==> config.mk <==
export PLATFORM = sky130hd
export DESIGN_NAME = uart_rx_fifo_flat
export DESIGN_NICKNAME = d
export VERILOG_FILES = /design/src/rtl/uart_pkg.sv /design/src/rtl/uart_rx_fifo_if.sv /design/src/rtl/uart_fifo_mem.sv /design/src/rtl/uart_rx_fifo.sv /design/src/flat_wrapper.sv
export SDC_FILE = /design/constraint.sdc
export NUM_CORES = 1
export LEC_CHECK = 0
export ABC_AREA = 1
export CAP_MARGIN = 20
export CORE_ASPECT_RATIO = 0.6
export CORE_UTILIZATION = 55
export CTS_CLUSTER_SIZE = 25
export DETAILED_ROUTE_END_ITERATION = 12
export PLACE_DENSITY = 0.74
export SYNTH_ARGS = -nofsm -noshare
export SYNTH_HDL_FRONTEND = slang
export SYNTH_SLANG_ARGS = --single-unit
==> constraint.sdc <==
create_clock -name clk -period 2.8 [get_ports clk]
set_input_delay 0.42 -clock clk [delete_from_list [all_inputs] [get_ports clk]]
set_output_delay 0.42 -clock clk [all_outputs]
set_load 0.01 [all_outputs]
==> src/rtl/uart_pkg.sv <==
// Shared UART types: the stored receive entry is a framing-error flag plus the byte.
package uart_pkg;

  localparam int UART_DATA_W = 8;

  typedef struct packed {
    logic                   ferr;
    logic [UART_DATA_W-1:0] data;
  } rx_entry_t;

  localparam int RX_ENTRY_W = $bits(rx_entry_t);

  function automatic rx_entry_t pack_entry(input logic ferr, input logic [UART_DATA_W-1:0] data);
    rx_entry_t e;
    e.ferr = ferr;
    e.data = data;
    return e;
  endfunction

  function automatic logic [UART_DATA_W-1:0] entry_data(input rx_entry_t e);
    return e.data;
  endfunction

  function automatic logic entry_ferr(input rx_entry_t e);
    return e.ferr;
  endfunction

endpackage

==> src/rtl/uart_rx_fifo_if.sv <==
// Receiver-side strobe and host-side read port of the UART receive buffer.
interface uart_rx_fifo_if;
  import uart_pkg::*;

  // Write side is a bare strobe (no backpressure): rx_data/rx_ferr qualify rx_ready.
  // Read side is valid/ready: an entry transfers on any edge where rd_valid & rd_ready;
  // rd_valid never drops without a transfer and rd_data/rd_ferr hold while rd_valid & !rd_ready.
  logic                   rx_ready;
  logic [UART_DATA_W-1:0] rx_data;
  logic                   rx_ferr;
  logic                   rd_valid;
  logic [UART_DATA_W-1:0] rd_data;
  logic                   rd_ferr;
  logic                   rd_ready;

  modport slave (
    input  rx_ready, rx_data, rx_ferr, rd_ready,
    output rd_valid, rd_data, rd_ferr
  );

  modport master (
    output rx_ready, rx_data, rx_ferr, rd_ready,
    input  rd_valid, rd_data, rd_ferr
  );

endinterface

==> src/rtl/uart_fifo_mem.sv <==
// Entry storage: simple dual-port RAM, synchronous write, asynchronous read, no reset.
module uart_fifo_mem
  import uart_pkg::*;
#(
  parameter int DEPTH = 16,
  parameter int AW    = 4
) (
  input  logic          clk,
  input  logic          we,
  input  logic [AW-1:0] waddr,
  input  rx_entry_t     wdata,
  input  logic [AW-1:0] raddr,
  output rx_entry_t     rdata
);

  rx_entry_t mem [DEPTH];

  always_ff @(posedge clk) begin
    if (we) mem[waddr] <= wdata;
  end

  assign rdata = mem[raddr];

endmodule

==> src/rtl/uart_rx_fifo.sv <==
// UART receive buffer: FWFT FIFO with fill level, threshold interrupt and
// sticky overrun flag with a saturating dropped-byte count.
module uart_rx_fifo
  import uart_pkg::*;
#(
  parameter  int DEPTH  = 16,
  parameter  int THRESH = 8,
  localparam int AW     = $clog2(DEPTH)
) (
  input  logic         clk,
  input  logic         rst,
  uart_rx_fifo_if.slave bus,
  input  logic         overrun_clr,
  output logic [AW:0]  level,
  output logic         empty,
  output logic         full,
  output logic         thresh_irq,
  output logic         overrun,
  output logic [7:0]   drop_cnt
);

  localparam logic [AW:0] LVL_DEPTH  = (AW+1)'(DEPTH);
  localparam logic [AW:0] LVL_THRESH = (AW+1)'(THRESH);

  logic [AW-1:0] wr_ptr;
  logic [AW-1:0] rd_ptr;
  logic          push;
  logic          pop;
  logic          drop;
  rx_entry_t     head;

  assign empty      = (level == '0);
  assign full       = (level == LVL_DEPTH);
  assign thresh_irq = (level >= LVL_THRESH);

  assign pop  = bus.rd_valid & bus.rd_ready;
  // A pop frees a slot in the same cycle, so a full FIFO can still accept.
  assign push = bus.rx_ready & (~full | pop);
  assign drop = bus.rx_ready & full & ~pop;

  uart_fifo_mem #(.DEPTH(DEPTH), .AW(AW)) u_mem (
    .clk   (clk),
    .we    (push & ~rst),
    .waddr (wr_ptr),
    .wdata (pack_entry(bus.rx_ferr, bus.rx_data)),
    .raddr (rd_ptr),
    .rdata (head)
  );

  assign bus.rd_valid = ~empty;
  assign bus.rd_data  = entry_data(head);
  assign bus.rd_ferr  = entry_ferr(head);

  always_ff @(posedge clk) begin
    if (rst) begin
      wr_ptr <= '0;
      rd_ptr <= '0;
      level  <= '0;
    end else begin
      if (push) wr_ptr <= wr_ptr + 1'b1;
      if (pop)  rd_ptr <= rd_ptr + 1'b1;
      case ({push, pop})
        2'b10:   level <= level + 1'b1;
        2'b01:   level <= level - 1'b1;
        default: level <= level;
      endcase
    end
  end

  // A drop in the same cycle as a clear wins and restarts the count at one.
  always_ff @(posedge clk) begin
    if (rst) begin
      overrun  <= 1'b0;
      drop_cnt <= '0;
    end else if (drop) begin
      overrun <= 1'b1;
      if (overrun_clr)          drop_cnt <= 8'd1;
      else if (drop_cnt != 8'hFF) drop_cnt <= drop_cnt + 8'd1;
    end else if (overrun_clr) begin
      overrun  <= 1'b0;
      drop_cnt <= '0;
    end
  end

endmodule

==> src/flat_wrapper.sv <==
// flat-port wrapper written by rule: the top's interface ports become plain ports
module uart_rx_fifo_flat import uart_pkg::*;
#(
  parameter  int DEPTH  = 16,
  parameter  int THRESH = 8,
  localparam int AW     = $clog2(DEPTH)
)
  (clk, rst, overrun_clr, level, empty, full, thresh_irq, overrun, drop_cnt, bus_rx_ready, bus_rx_data, bus_rx_ferr, bus_rd_ready, bus_rd_valid, bus_rd_data, bus_rd_ferr);
  uart_rx_fifo_if bus_i ();
  input  logic clk;
  input  logic rst;
  input  logic overrun_clr;
  output logic [AW:0] level;
  output logic empty;
  output logic full;
  output logic thresh_irq;
  output logic overrun;
  output logic [7:0] drop_cnt;
  input wire logic [$bits(bus_i.rx_ready)-1:0] bus_rx_ready;
  input wire logic [$bits(bus_i.rx_data)-1:0] bus_rx_data;
  input wire logic [$bits(bus_i.rx_ferr)-1:0] bus_rx_ferr;
  input wire logic [$bits(bus_i.rd_ready)-1:0] bus_rd_ready;
  output wire logic [$bits(bus_i.rd_valid)-1:0] bus_rd_valid;
  output wire logic [$bits(bus_i.rd_data)-1:0] bus_rd_data;
  output wire logic [$bits(bus_i.rd_ferr)-1:0] bus_rd_ferr;
  assign bus_i.rx_ready = bus_rx_ready;
  assign bus_i.rx_data = bus_rx_data;
  assign bus_i.rx_ferr = bus_rx_ferr;
  assign bus_i.rd_ready = bus_rd_ready;
  assign bus_rd_valid = bus_i.rd_valid;
  assign bus_rd_data = bus_i.rd_data;
  assign bus_rd_ferr = bus_i.rd_ferr;
  uart_rx_fifo #(.DEPTH(DEPTH), .THRESH(THRESH)) u_core (.clk(clk), .rst(rst), .bus(bus_i), .overrun_clr(overrun_clr), .level(level), .empty(empty), .full(full), .thresh_irq(thresh_irq), .overrun(overrun), .drop_cnt(drop_cnt));
endmodule
==> out/results.tsv <==
metric	value	unit
period_needed	2.74	ns
grt_max_degree	37	
power_leakage	3.13	nW
antenna_found_initial	0	
cts_buffers	17	
grt_pass1_wl	24.6	mm
synth_area	7200	um^2
outcome	completed	
io_pins	41	
synth_nets	602	
synth_top_area_share	60.1	%
drc	0	
reg2reg_from	u_core.level[0]	
finalClockSkew	0.00888	ns
seq_area_frac_synth	67.3	%
cpPeakStageDelay	0.50	ns
fill_cells	854	
root_buffer	clkbuf_16	
fmax	0.365	GHz
cp-start-kind	register	
dr.pass1.iters	4	
relSlewSlack	58.6	%
end_kind	primary output	
cpMostUsedCell	o21ai_0	
finalSetupViolations	0	
met2RoutedLength	7.14	mm
internal-power	4.80	mW
top_layer	met4	
final_util	69.6	%
path_cells	buf_12 > buf_4 > o21ai_0 > o21ai_0 > o211ai_1 > nand2_1 > clkdlybuf4s50_1	
rows	31	
crit_fanout	13	
dieArea	13600	um^2
start_util	58.0	%
clk_latency	0.42	ns
layout_common_cells	edfxtp_1, inv_1, o21ai_0	
irDropWorstVdd	0.426	mV
clockBufferDepth	2	
postRouteAntennaNets	0	
fin_crit_sh	97.9	%
die_w	150	um
gr-total-overflow	0	
cts.sinks	170	
final_common_cell	edfxtp_1	
worstPathArrival	2.32	ns
insertedDiodeCount	0	
combinationalPowerShare	20.4	%
synth_area_leaders	edfxtp_1, dfxtp_1, mux2i_1, o21ai_0, o211ai_1	
final_nets	673	
crit_type	register to primary output	
pre_cts_slack	0.413	ns
synth_warnings	0	
yosysUniqueCellTypes	36	
swShare	27.0	%
wl_met3	924	um
wire_per_inst	18.7	um
cts_max_level	4	
first_global_vias	4679	
avgSynthCellArea	12.4	um^2
cap_violations	0	
final_hold_viol_count	0	
drive_gt1_share	14.8	%
track_usage	24.8	%
core_area	12400	um^2
ys_ff_latch	170	
dpl.hpwl	9.97	mm
p_sw	1.78	mW
drv_slew	0	
dpl_cell_area	7930	um^2
drt-met1-wl	7.28	mm
fin_setup_tns	0	ns
worst_slew_pin_slew	0.618	ns
areaGrowthSynthToFinish	20.0	%
die_h	90.6	um
cp.required	2.38	ns
hold_start	u_core.rd_ptr[3]	
clockPowerShare	36.0	%
holdWs	0.470	ns
via_count	4699	
wirelength	15.5	mm
worst_slack	0.0594	ns
slowest_stage	clkdlybuf4s50_1	
final_area	8640	um^2
clkTransAtPathRegs	0.06	ns
synth_top_area_cell	edfxtp_1	
cts_tree	built	
holdCritPathClass	register to register	
viasPerCell	5.68	
globalplace.congestion	0.829	
seqPwrFrac	43.6	%
syn-instance-count	580	
cellPowerDensity	761	nW/um^2
drt_iter0_markers	468	
portBuffers	40	
-- metrics by stage --
stage	std cells	power, mW
3_3_place_gp	790	4.13
6_report	828	6.57
3_5_place_dp	790	4.17
5_1_grt	828	6.86
4_1_cts	823	6.56
2_1_floorplan	580	3.73
-- sequential cells by signal (all words and copies together), names as in the netlist, named ones only --
signal,count
u_core.u_mem.mem,144
u_core.drop_cnt,8
u_core.level,5
u_core.rd_ptr,4
u_core.wr_ptr,4
u_core.overrun,1
-- area by class of cell --
type | count | area [um^2] | share of cell area, %
sequential | 170 | 4850 | 56.1
multi-input combinational | 318 | 1990 | 23.0
timing repair buffer | 77 | 746 | 8.64
clock buffer | 17 | 425 | 4.93
inverter | 67 | 254 | 2.94
tap | 165 | 206 | 2.39
clock inverter | 14 | 169 | 1.96
-- cell families (layout without fill, tap and decap cells) --
family	Yosys count	count (layout)	synth area share, %
AO/OA/AOI/OAI	154	154	12.4
buffers and inverters	92	175	5.08
adder cells (fa/ha/maj)	8	8	1.39
flip-flops	170	170	67.3
XOR/XNOR	1	1	0.122
multiplexers	36	36	5.01
AND/OR/NAND/NOR	119	119	8.71
-- Yosys cell counts, drive strengths merged --
| master | n |
|---|---|
| a21oi | 54 |
| o211ai | 37 |
| inv | 64 |
| nand4 | 5 |
| mux2i | 36 |
| or2 | 2 |
| and3 | 2 |
| clkinv | 3 |
| xnor2 | 1 |
| o21ai | 61 |
| nand3 | 20 |
| nor3 | 5 |
| clkbuf | 14 |
| dfxtp | 26 |
| buf | 11 |
| nand2 | 49 |
| edfxtp | 144 |
| a211oi | 2 |
| ha | 8 |
| nor2 | 36 |
-- layer usage --
layer  global-route usage (%)  vias up
li1                         -     2242
met1                     37.0     2299
met2                     36.6      143
met3                     5.30       15
met4                     7.07        0
met5                        0        -
-- path summary, 6_finish.rpt --
kind	end	slack (ns)	depth (start not counted)
worst max-delay path	bus_rd_data[3]	0.06	7
worst min register to register	register	0.47	2
worst max register to register	u_core.u_mem.mem[0][2]	0.79	9
worst min-delay path	register	0.47	2
-- power by group through the flow --
| stage | Sequential, mW | Clock [mW] | Combinational (mW) |
|---|---|---|---|
| final | 2.87 | 2.37 | 1.34 |
| after global routing | 2.87 | 2.50 | 1.48 |
| after CTS | 2.88 | 2.39 | 1.29 |
| after detailed placement | 2.94 | 0 | 1.23 |
| after global placement | 2.94 | 0 | 1.20 |
| after floorplan | 2.91 | 0 | 0.826 |
-- worst max-delay path, delay by kind of cell (launching register included) --
kind / cells / cell delay, ns
flip-flops: 1 / 0.39
buffers and inverters: 3 / 0.82
AND/OR/NAND/NOR: 1 / 0.09
AO/OA/AOI/OAI: 3 / 0.61
-- repair_timing --
action / 4_1_cts / 5_1_grt
resized for setup: 1 / 5
endpoints found under the setup margin: 6 / 9
cloned: 1 / 0
pin swaps: 0 / 2
hold buffers: 0 / 0
setup buffers: 1 / 5
No activity file was read; power rests on OpenSTA's default activity.
